File: src/rtl/pulse_period_meter_pkg.sv
// Shared types and default widths for the pulse period meter.
package pulse_period_pkg;

    typedef enum logic [1:0] {
        ST_IDLE = 2'd0,
        ST_ARM  = 2'd1,
        ST_MEAS = 2'd2
    } state_e;

    localparam int DEF_CNT_W  = 16;
    localparam int DEF_DROP_W = 8;

endpackage

File: src/rtl/pulse_period_meter_hold.sv
// One-entry valid/ready output register; results arriving while it is full and
// stalled are discarded and counted in a saturating drop counter.
module period_hold_reg
    import pulse_period_pkg::*;
#(
    parameter int CNT_W  = DEF_CNT_W,
    parameter int DROP_W = DEF_DROP_W
) (
    input  logic              clk,
    input  logic              rst,
    input  logic              new_vld,
    input  logic [CNT_W-1:0]  new_val,
    input  logic              m_ready,
    output logic              m_valid,
    output logic [CNT_W-1:0]  m_period,
    output logic [DROP_W-1:0] drop_cnt
);

    localparam logic [DROP_W-1:0] DROP_MAX = {DROP_W{1'b1}};
    localparam logic [DROP_W-1:0] DROP_ONE = {{(DROP_W-1){1'b0}}, 1'b1};

    logic              valid_q,  valid_d;
    logic [CNT_W-1:0]  period_q, period_d;
    logic [DROP_W-1:0] drop_q,   drop_d;

    // Load, hand-off and drop decisions for the holding register.
    always_comb begin
        valid_d  = valid_q;
        period_d = period_q;
        drop_d   = drop_q;
        if (new_vld) begin
            if (!valid_q || m_ready) begin
                valid_d  = 1'b1;
                period_d = new_val;
            end else if (drop_q != DROP_MAX) begin
                drop_d = drop_q + DROP_ONE;
            end else begin
                drop_d = drop_q;
            end
        end else if (valid_q && m_ready) begin
            valid_d = 1'b0;
        end else begin
            valid_d = valid_q;
        end
    end

    // Holding register state.
    always_ff @(posedge clk or posedge rst) begin
        if (rst) begin
            valid_q  <= 1'b0;
            period_q <= '0;
            drop_q   <= '0;
        end else begin
            valid_q  <= valid_d;
            period_q <= period_d;
            drop_q   <= drop_d;
        end
    end

    assign m_valid  = valid_q;
    assign m_period = period_q;
    assign drop_cnt = drop_q;

endmodule

File: src/rtl/pulse_period_meter.sv
// Measures the fast-clock interval between consecutive synchronised event pulses,
// flags missing pulses with a timeout strobe and buffers results for a sink.
module pulse_period_meter
    import pulse_period_pkg::*;
#(
    parameter int CNT_W   = DEF_CNT_W,
    parameter int TIMEOUT = 60000,
    parameter int DROP_W  = DEF_DROP_W
) (
    input  logic              clk,
    input  logic              rst,
    input  logic              enable,
    input  logic              pulse_in,
    output logic              m_valid,
    input  logic              m_ready,
    output logic [CNT_W-1:0]  m_period,
    output logic              timeout,
    output logic [DROP_W-1:0] drop_cnt
);

    localparam logic [CNT_W-1:0] CNT_ONE = {{(CNT_W-1){1'b0}}, 1'b1};
    localparam logic [CNT_W-1:0] CNT_TO  = CNT_W'(TIMEOUT);

    state_e           state_q, state_d;
    logic [CNT_W-1:0] cnt_q,   cnt_d;
    logic             timeout_q, timeout_d;
    logic             res_vld_s;
    logic [CNT_W-1:0] res_val_s;

    // Next-state, interval counter and result/timeout generation.
    always_comb begin
        state_d   = state_q;
        cnt_d     = cnt_q;
        timeout_d = 1'b0;
        res_vld_s = 1'b0;
        res_val_s = cnt_q;
        if (!enable) begin
            state_d = ST_IDLE;
            cnt_d   = '0;
        end else begin
            case (state_q)
                ST_IDLE: begin
                    state_d = ST_ARM;
                    cnt_d   = '0;
                end
                ST_ARM: begin
                    if (pulse_in) begin
                        state_d = ST_MEAS;
                        cnt_d   = CNT_ONE;
                    end else begin
                        cnt_d = '0;
                    end
                end
                ST_MEAS: begin
                    // A pulse landing on the timeout cycle still yields a result.
                    if (pulse_in) begin
                        res_vld_s = 1'b1;
                        cnt_d     = CNT_ONE;
                    end else if (cnt_q == CNT_TO) begin
                        timeout_d = 1'b1;
                        cnt_d     = '0;
                        state_d   = ST_ARM;
                    end else begin
                        cnt_d = cnt_q + CNT_ONE;
                    end
                end
                default: begin
                    state_d = ST_IDLE;
                    cnt_d   = '0;
                end
            endcase
        end
    end

    // FSM state, counter and timeout strobe registers.
    always_ff @(posedge clk or posedge rst) begin
        if (rst) begin
            state_q   <= ST_IDLE;
            cnt_q     <= '0;
            timeout_q <= 1'b0;
        end else begin
            state_q   <= state_d;
            cnt_q     <= cnt_d;
            timeout_q <= timeout_d;
        end
    end

    assign timeout = timeout_q;

    period_hold_reg #(
        .CNT_W  (CNT_W),
        .DROP_W (DROP_W)
    ) u_hold (
        .clk      (clk),
        .rst      (rst),
        .new_vld  (res_vld_s),
        .new_val  (res_val_s),
        .m_ready  (m_ready),
        .m_valid  (m_valid),
        .m_period (m_period),
        .drop_cnt (drop_cnt)
    );

endmodule
File: config.mk
export PLATFORM = sky130hd
export DESIGN_NAME = pulse_period_meter
export DESIGN_NICKNAME = d
export VERILOG_FILES = /design/src/rtl/pulse_period_meter_pkg.sv /design/src/rtl/pulse_period_meter_hold.sv /design/src/rtl/pulse_period_meter.sv
export SDC_FILE = /design/constraint.sdc
export NUM_CORES = 1
export LEC_CHECK = 0
export ABC_AREA = 0
export BUFFER_PORTS_ARGS = -buffer_cell sky130_fd_sc_hd__buf_4
export CORE_ASPECT_RATIO = 0.7
export CORE_MARGIN = 2
export CORE_UTILIZATION = 54
export CTS_BUF_LIST = sky130_fd_sc_hd__clkbuf_2
export CTS_CLUSTER_SIZE = 25
export DETAILED_ROUTE_END_ITERATION = 10
export PLACE_DENSITY = 0.76
export RECOVER_POWER = 25
export SYNTH_ARGS = -nofsm -noshare
export SYNTH_HDL_FRONTEND = slang
export SYNTH_SLANG_ARGS = --single-unit
File: constraint.sdc
create_clock -name clk -period 2 [get_ports clk]
set_input_delay 0.6 -clock clk [delete_from_list [all_inputs] [get_ports clk]]
set_output_delay 0.6 -clock clk [all_outputs]
set_load 0.02 [all_outputs]
==> impl_summary.log, run 1 <==
INFO  metric grt_pass1_vias = roughly 1500
INFO  metric die_height = roughly 56 um
INFO  metric ys_warns = 0
INFO  metric post_synth_instance_area = between 2000 and 2500 um2
INFO  metric synth_edf_count = 0
INFO  metric final_antenna_net_count = 0
INFO  metric netlist.area_leader.share = a little over half
INFO  metric layout.area.seq = around 1100 um2
INFO  metric htreeDepth = 2
INFO  metric share_clk_of_total_power = 30.0%
INFO  metric share_of_the_clock_period_used_by_the_worst_path_after_layout = around 90%
INFO  metric diodes = 0
INFO  metric die-width = about 78 um
INFO  metric hold_path.class = in -> reg
INFO  metric clock_tree.root_cell = sky130_fd_sc_hd__clkbuf_2
INFO  metric tritoncts = built
INFO  metric flow.area_growth_from_synthesis = 16.68%
INFO  metric cts_post_setup_buffers_inserted = 0
INFO  metric timing.clock.skew = approximately 0.018 ns
INFO  metric most_common_library_cells_after_synthesis = 44 x sky130_fd_sc_hd__dfrtp_1, 18 x sky130_fd_sc_hd__mux2_2, 18 x sky130_fd_sc_hd__nor2_1
INFO  metric min_period = 1.814 ns
INFO  metric path_clk_slew = about 0.21 ns
INFO  metric power_leakage = ~1.2 nW
INFO  metric setup-violations-final = 0
INFO  metric floorplan_row_count = 18
INFO  metric global_route.usage.total = between 20% and 30%
INFO  metric grt_first_pass_wirelength = slightly above 7 mm
INFO  metric cts-hold-fix-buffers = 0
INFO  metric synth.net_count = between 150 and 200
INFO  metric design_area = roughly 2400 um2
INFO  metric grt_max_degree = 45
INFO  metric fin_setup_tns = 0 ns
INFO  metric critical_path.endpoint = u_hold.m_period[12]$_DFFE_PP0P_
INFO  metric route.detailed.vias_per_inst = 5.541
INFO  metric cp_cell_sequence = inv_1 > ha_1 > and3_1 > nor2b_1 > buf_4 > mux2_2
INFO  metric hold_path_startpoint = pulse_in
INFO  metric share_of_flip_flops_with_an_asynchronous_set_or_reset = 100.0%
INFO  metric power_frac_comb = between 10% and 20%
INFO  metric postSynth.topFlopCell = sky130_fd_sc_hd__dfrtp_1
INFO  metric postSynthAreaPerCell = 11.57 um2
INFO  metric drt_wl_total = ~4.2 mm
INFO  metric place_area = 2351 um2
INFO  metric area_of_combinational_cells_with_multiple_inputs = between 800 and 900 um2
INFO  metric fmaxAchievable = ~550 MHz
INFO  metric synthDominantAreaCellType = sky130_fd_sc_hd__dfrtp_1
INFO  metric worst_slew_margin_rel = between 20 and 30%
INFO  metric ys_seq_area_share = between 50% and 60%
INFO  metric hold_viol = 0
INFO  metric antenna_found_initial = 0
INFO  metric cts_max_path_buffers = 2
INFO  metric final-instance-count-excl-fill = approximately 270
INFO  metric yosysMostFrequentCell = sky130_fd_sc_hd__dfrtp_1
INFO  metric filler_cell_count = 300
INFO  metric p_per_area = 694.2 nW/um2
INFO  metric critical_path.reg2reg.endpoint = u_hold.m_period[12]$_DFFE_PP0P_
INFO  metric ioPinCount = 31
INFO  metric worst-r2r-setup-slack = 0.19 ns
INFO  metric initial_core_util = 57.47%
INFO  metric placed_cells_incl_taps = between 200 and 300
INFO  metric drt-initial-drc-count = 103
INFO  metric routed_wl_per_cell = around 16 um
INFO  metric drc = 0
INFO  metric clk_latency_worst_skew_pair = roughly 0.43 ns
INFO  metric timing.critical_path.to_type = register
INFO  metric vdd_ir_drop_max = 0.0006929 V
INFO  metric netSwitchingFraction = a little over a quarter
INFO  metric timing.rr.start = state_q[0]$_DFFE_PP0P_
INFO  metric clock-sinks = 44
INFO  metric number_of_register_bits_inferred_by_synthesis = 44
INFO  metric total_power = between 1.5 and 2 mW
INFO  metric setup_repair_after_global_routing_missed_its_margin = false
INFO  metric critical-path-slowest-cell = sky130_fd_sc_hd__dfrtp_1
INFO  metric finalNetCount = around 230
INFO  metric drive_gt1_share = a little under a third
INFO  metric worst-endpoint-arrival = around 2.2 ns
INFO  metric grt-ovfl-total = 0
INFO  metric slowest_stage_delay_on_critical_path = 0.47 ns
INFO  metric post_synth_num_cell_types = 29
INFO  metric placement.io_buffers = 30
INFO  metric detailed_place_hpwl = slightly above 3 mm
INFO  metric synthCells = 179
INFO  metric path_max_fanout = 9
INFO  metric fin_hold_ws = approximately 0.37 ns
INFO  metric drtPass1Iterations = 5
INFO  metric routed-via-count = between 1000 and 1500
INFO  metric int_pwr = 1.225 mW
INFO  metric launch_point_of_the_worst_path = state_q[0]$_DFFE_PP0P_
INFO  metric count_of_pins_over_their_slew_limit = 0
INFO  metric run_status = complete, no violations
INFO  metric startpoint_type = register
INFO  metric core_area = around 3600 um2
INFO  metric cts_made_buffers = 5
INFO  metric worstPathRequired = around 2.3 ns
INFO  metric r2r_cells = 6
INFO  metric synthTopCellsByArea = sky130_fd_sc_hd__dfrtp_1 53%, sky130_fd_sc_hd__mux2_2 9.8%, sky130_fd_sc_hd__xnor2_1 5.1%
INFO  metric setup.worst_path.class = reg -> reg
INFO  metric cts_resized = 0
INFO  metric tightest_slew = between 1 and 1.5 ns
INFO  metric timing.max_cap.violations = 0
INFO  metric p_sw = 0.4526 mW
INFO  metric fp.dieArea = 4354 um2
INFO  metric gpl.final_weighted_congestion = 0.8635
INFO  metric share_seq_of_total_power = between 50 and 60%
[layer usage]
layer / GRT usage, % / routed length, um / part of all wire, % / up-vias
li1: - / - / - / 699
met1: 28.22 / 1912 / 46 / 722
met2: 33.50 / 1996 / 48 / 42
met3: 5.519 / 216 / 5.1 / 11
met4: 8.020 / 71 / 1.7 / 0
met5: 0 / 0 / 0 / -
[stage by stage]
stage          util (%)  worst slack [ns]
4_1_cts           67.12            0.1696
2_1_floorplan         -            0.2768
3_3_place_gp      65.24            0.2342
5_1_grt           67.05           0.02606
3_5_place_dp      65.24            0.1902
6_report          67.05            0.1856
[worst max-delay path, delay by kind of cell (launching register included)]
| family | cells | cell delay (ns) |
|---|---|---|
| buf+inv | 2 | 0.28 |
| simple gates | 2 | 0.43 |
| mux | 1 | 0.35 |
| fa+ha+maj | 1 | 0.21 |
| flops | 1 | 0.47 |
[how the worst min path moves through the flow]
| stage | end | slack, ns | cells after the start |
|---|---|---|---|
| detailed placement | u_hold.m_period[2]$_DFFE_PP0P_ | 0.50 | 1 |
| floorplan | u_hold.m_period[15]$_DFFE_PP0P_ | 0.52 | 1 |
| global route | timeout$_DFF_PP0_ | 0.32 | 2 |
| CTS | u_hold.m_period[10]$_DFFE_PP0P_ | 0.28 | 3 |
| global placement | u_hold.drop_cnt[5]$_DFFE_PP0P_ | 0.48 | 1 |
| finish | timeout$_DFF_PP0_ | 0.37 | 2 |
[power groups by stage]
| stage | Clock (mW) | Combinational [mW] | Sequential, mW |
|---|---|---|---|
| global route | 0.562 | 0.254 | 0.955 |
| floorplan | 0 | 0.150 | 0.968 |
| detailed placement | 0 | 0.227 | 0.965 |
| CTS | 0.518 | 0.228 | 0.949 |
| global placement | 0 | 0.206 | 0.961 |
| finish | 0.503 | 0.225 | 0.949 |
[registers in the layout, summed over array words and instances, names as in the netlist]
signal           count
u_hold.drop_cnt      8
u_hold.m_period     16
state_q              2
cnt_q               16
u_hold.m_valid       1
timeout              1
[area by class of cell]
class | instances | share of cell area, %
clock buffers | 5 | 1.036
clock inverters | 3 | 1.761
inverters | 11 | 1.709
multi-input cells | 119 | 36.87
flip-flops and latches | 44 | 45.57
well taps | 50 | 2.589
repair buffers | 34 | 10.46
[logic make-up after synthesis]
logic type,Yosys count,share of synthesized area (%)
fa+ha+maj,6,3.625
xor+xnor,21,8.882
buf+inv,16,3.806
compound gates,9,3.263
flops,44,53.17
mux,18,9.788
simple gates,65,17.46
[cell usage in the layout (no fill, tap or decap)]
master                       instances
sky130_fd_sc_hd__mux2_2             18
sky130_fd_sc_hd__or3_1               1
sky130_fd_sc_hd__nor2b_1             2
sky130_fd_sc_hd__o2111ai_1           1
sky130_fd_sc_hd__nor3_1              4
sky130_fd_sc_hd__bufinv_16           1
sky130_fd_sc_hd__and3_1              3
sky130_fd_sc_hd__nor2_1             18
sky130_fd_sc_hd__and4_2              2
sky130_fd_sc_hd__xor2_1              9
sky130_fd_sc_hd__a41oi_2             1
sky130_fd_sc_hd__o211ai_2            1
sky130_fd_sc_hd__nand3_1             6
sky130_fd_sc_hd__dfrtp_1            44
sky130_fd_sc_hd__nor4_1              8
sky130_fd_sc_hd__a21oi_1             4
sky130_fd_sc_hd__or2_2               1
sky130_fd_sc_hd__clkinvlp_4          1
sky130_fd_sc_hd__or3b_1              1
sky130_fd_sc_hd__buf_4              32
sky130_fd_sc_hd__nand4_1             8
sky130_fd_sc_hd__nand2_1             8
sky130_fd_sc_hd__nor3_4              1
sky130_fd_sc_hd__o21ai_0             2
sky130_fd_sc_hd__ha_1                6
sky130_fd_sc_hd__and4bb_2            1
sky130_fd_sc_hd__clkbuf_2            6
sky130_fd_sc_hd__clkbuf_4            1
sky130_fd_sc_hd__inv_1              11
sky130_fd_sc_hd__and4bb_1            1
sky130_fd_sc_hd__clkinv_2            1
sky130_fd_sc_hd__xnor2_1            12
No activity file was read; power rests on OpenSTA's default activity.
==> run 2: changes to the inputs <==
==> constraint.sdc (replaced) <==
create_clock -name clk -period 2 [get_ports clk]
set_input_delay 0.2 -clock clk [delete_from_list [all_inputs] [get_ports clk]]
set_output_delay 0.2 -clock clk [all_outputs]
set_load 0.02 [all_outputs]
==> impl_summary.log, run 2 (same netlist as run 1, synthesis figures left out) <==
INFO  metric run_status = complete, no violations
INFO  metric finalNetCount = about 230
INFO  metric count_of_pins_over_their_slew_limit = 0
INFO  metric power_leakage = roughly 1.1 nW
INFO  metric filler_cell_count = a little under 300
INFO  metric cts_max_path_buffers = 2
INFO  metric final-instance-count-excl-fill = 267
INFO  metric drt-initial-drc-count = about 110
INFO  metric worstPathRequired = ~2.3 ns
INFO  metric p_per_area = between 600 and 700 nW/um2
INFO  metric path_max_fanout = 16
INFO  metric worst-endpoint-arrival = roughly 2.1 ns
INFO  metric routed-via-count = 1467
INFO  metric worst_slew_margin_rel = between 30% and 40%
INFO  metric place_area = ~2300 um2
INFO  metric worstHoldPathCells = 3
INFO  metric htreeDepth = 2
INFO  metric initial_core_util = around 57%
INFO  metric drt_wl_total = approximately 4 mm
INFO  metric hold_path_startpoint = enable
INFO  metric detailed_place_hpwl = around 2.8 mm
INFO  metric drc = 0
INFO  metric fmaxAchievable = 546.9 MHz
INFO  metric timing.max_cap.violations = 0
INFO  metric route.detailed.vias_per_inst = around 5.5
INFO  metric timing.rr.start = state_q[0]$_DFFE_PP0P_
INFO  metric tritoncts = built
INFO  metric r2r_cells = 6
INFO  metric design_area = between 2000 and 2500 um2
INFO  metric drive_gt1_share = approximately 30%
INFO  metric gpl.final_weighted_congestion = between 0.9 and 1
INFO  metric antenna_found_initial = 0
INFO  metric ioPinCount = 31
INFO  metric min_period = between 1.5 and 2 ns
INFO  metric grt-ovfl-total = 0
INFO  metric flow.area_growth_from_synthesis = 15.89%
INFO  metric cts_resized = 0
INFO  metric setup_repair_after_global_routing_missed_its_margin = false
INFO  metric fp.dieArea = ~4400 um2
INFO  metric worst-r2r-setup-slack = approximately 0.17 ns
INFO  metric tightest_slew = slightly above 1 ns
INFO  metric grt_max_degree = 45
INFO  metric grt_pass1_vias = 1456
INFO  metric hold_viol = 0
INFO  metric startpoint_type = register
INFO  metric layout.cells.most_common = sky130_fd_sc_hd__dfrtp_1
INFO  metric die-width = 78.02 um
INFO  metric timing.clock.skew = 0.003077 ns
INFO  metric floorplan_row_count = 18
INFO  metric grt_first_pass_wirelength = 6.734 mm
INFO  metric whs_endpoint = state_q[1]$_DFFE_PP0P_
INFO  metric placed_cells_incl_taps = 257
INFO  metric clock_tree.root_cell = sky130_fd_sc_hd__clkbuf_2
INFO  metric cts_made_buffers = 5
INFO  metric total_power = 1.532 mW
INFO  metric setup.worst_path.class = reg -> reg
INFO  metric cts_post_setup_buffers_inserted = 0
INFO  metric placement.io_buffers = 30
INFO  metric layout_utilization = between 60% and 70%
INFO  metric setup-violations-final = 0
INFO  metric timing.critical_path.to_type = register
INFO  metric global_route.usage.total = approximately a fifth
INFO  metric clk_latency_worst_skew_pair = around 0.39 ns
INFO  metric routed_wl_per_cell = 14.70 um
INFO  metric drtPass1Iterations = 4
INFO  metric path_clk_slew = 0.19 ns
INFO  metric critical_path.reg2reg.endpoint = u_hold.m_period[15]$_DFFE_PP0P_
INFO  metric core_area = between 3000 and 4000 um2
INFO  metric layout.cells.most_common_list = 44 x sky130_fd_sc_hd__dfrtp_1, 31 x sky130_fd_sc_hd__buf_4, 18 x sky130_fd_sc_hd__mux2_2, 18 x sky130_fd_sc_hd__nor2_1, 12 x sky130_fd_sc_hd__xnor2_1
INFO  metric share_of_the_clock_period_used_by_the_worst_path_after_layout = 91.43%
INFO  metric hold_path.class = in -> reg
INFO  metric clock-sinks = 44
INFO  metric diodes = 0
INFO  metric final_antenna_net_count = 0
INFO  metric die_height = around 56 um
INFO  metric vdd_ir_drop_max = ~0.00045 V
INFO  metric fin_setup_tns = 0 ns
## run 2: cell count changes in the layout (fill, tap and decap cells not counted)
cell | previous run | this run
sky130_fd_sc_hd__clkbuf_2 | 6 | 8
sky130_fd_sc_hd__clkinvlp_4 | 1 | 0
sky130_fd_sc_hd__clkinv_1 | 0 | 1
sky130_fd_sc_hd__bufinv_16 | 1 | 0
sky130_fd_sc_hd__buf_4 | 32 | 31
sky130_fd_sc_hd__dlygate4sd3_1 | 0 | 2
sky130_fd_sc_hd__clkinv_2 | 1 | 0
## run 2: worst max path at each step
stage / slack, ns / depth (start not counted) / start / endpoint
after global placement: 0.28 / 6 / state_q[0]$_DFFE_PP0P_ / u_hold.m_period[14]$_DFFE_PP0P_
final: 0.17 / 6 / state_q[0]$_DFFE_PP0P_ / u_hold.m_period[15]$_DFFE_PP0P_
after global routing: 0.04 / 6 / state_q[0]$_DFFE_PP0P_ / u_hold.m_period[15]$_DFFE_PP0P_
after CTS: 0.15 / 6 / state_q[0]$_DFFE_PP0P_ / u_hold.m_period[15]$_DFFE_PP0P_
after detailed placement: 0.20 / 6 / state_q[0]$_DFFE_PP0P_ / u_hold.m_period[14]$_DFFE_PP0P_
after floorplan: 0.28 / 7 / state_q[0]$_DFFE_PP0P_ / u_hold.m_period[0]$_DFFE_PP0P_
## run 2: timing repair
item | CTS | global route
endpoints found under the hold margin | 45 | 0
endpoints found under the setup margin | 0 | 0
hold buffers | 2 | 0
## run 2: final cells by class
class	instances	area, um2	area share (%)
Sequential cell	44	1101	45.88
Multi-Input combinational cell	119	890.9	37.12
Timing Repair Buffer	35	265.3	11.05
Tap cell	50	62.56	2.607
Inverter	11	41.29	1.721
Clock buffer	7	35.03	1.460
Clock inverter	1	3.754	0.1564
## run 2: metal layers
metal | track usage [%] | up-vias | share of wire, %
met5 | 0 | - | 0
met4 | 7.519 | 0 | 1.4
met3 | 5.357 | 7 | 6.4
met2 | 30.79 | 54 | 47
met1 | 26.66 | 704 | 45
li1 | - | 702 | -
## run 2: metrics by stage
| step | setup WS (ns) | hold slack, ns |
|---|---|---|
| finish | 0.1715 | 0.1068 |
| global route | 0.03941 | 0.08994 |
| CTS | 0.1503 | 0.07237 |
| detailed placement | 0.1990 | 0.3759 |
| global placement | 0.2774 | 0.3617 |
| floorplan | 0.2768 | 0.2728 |
## run 2: where the power goes
group / switching [mW] / internal, mW
Sequential: 0.0298 / 0.918
Clock: 0.266 / 0.0937
Combinational: 0.126 / 0.0990
Total: 0.421 / 1.11
## run 2: worst max-delay path, stage by stage, from the launching register on
cell	delay, ns
sky130_fd_sc_hd__dfrtp_1	0.46
sky130_fd_sc_hd__inv_1	0.08
sky130_fd_sc_hd__ha_1	0.20
sky130_fd_sc_hd__and3_1	0.23
sky130_fd_sc_hd__nor2b_1	0.15
sky130_fd_sc_hd__buf_4	0.25
sky130_fd_sc_hd__mux2_2	0.37
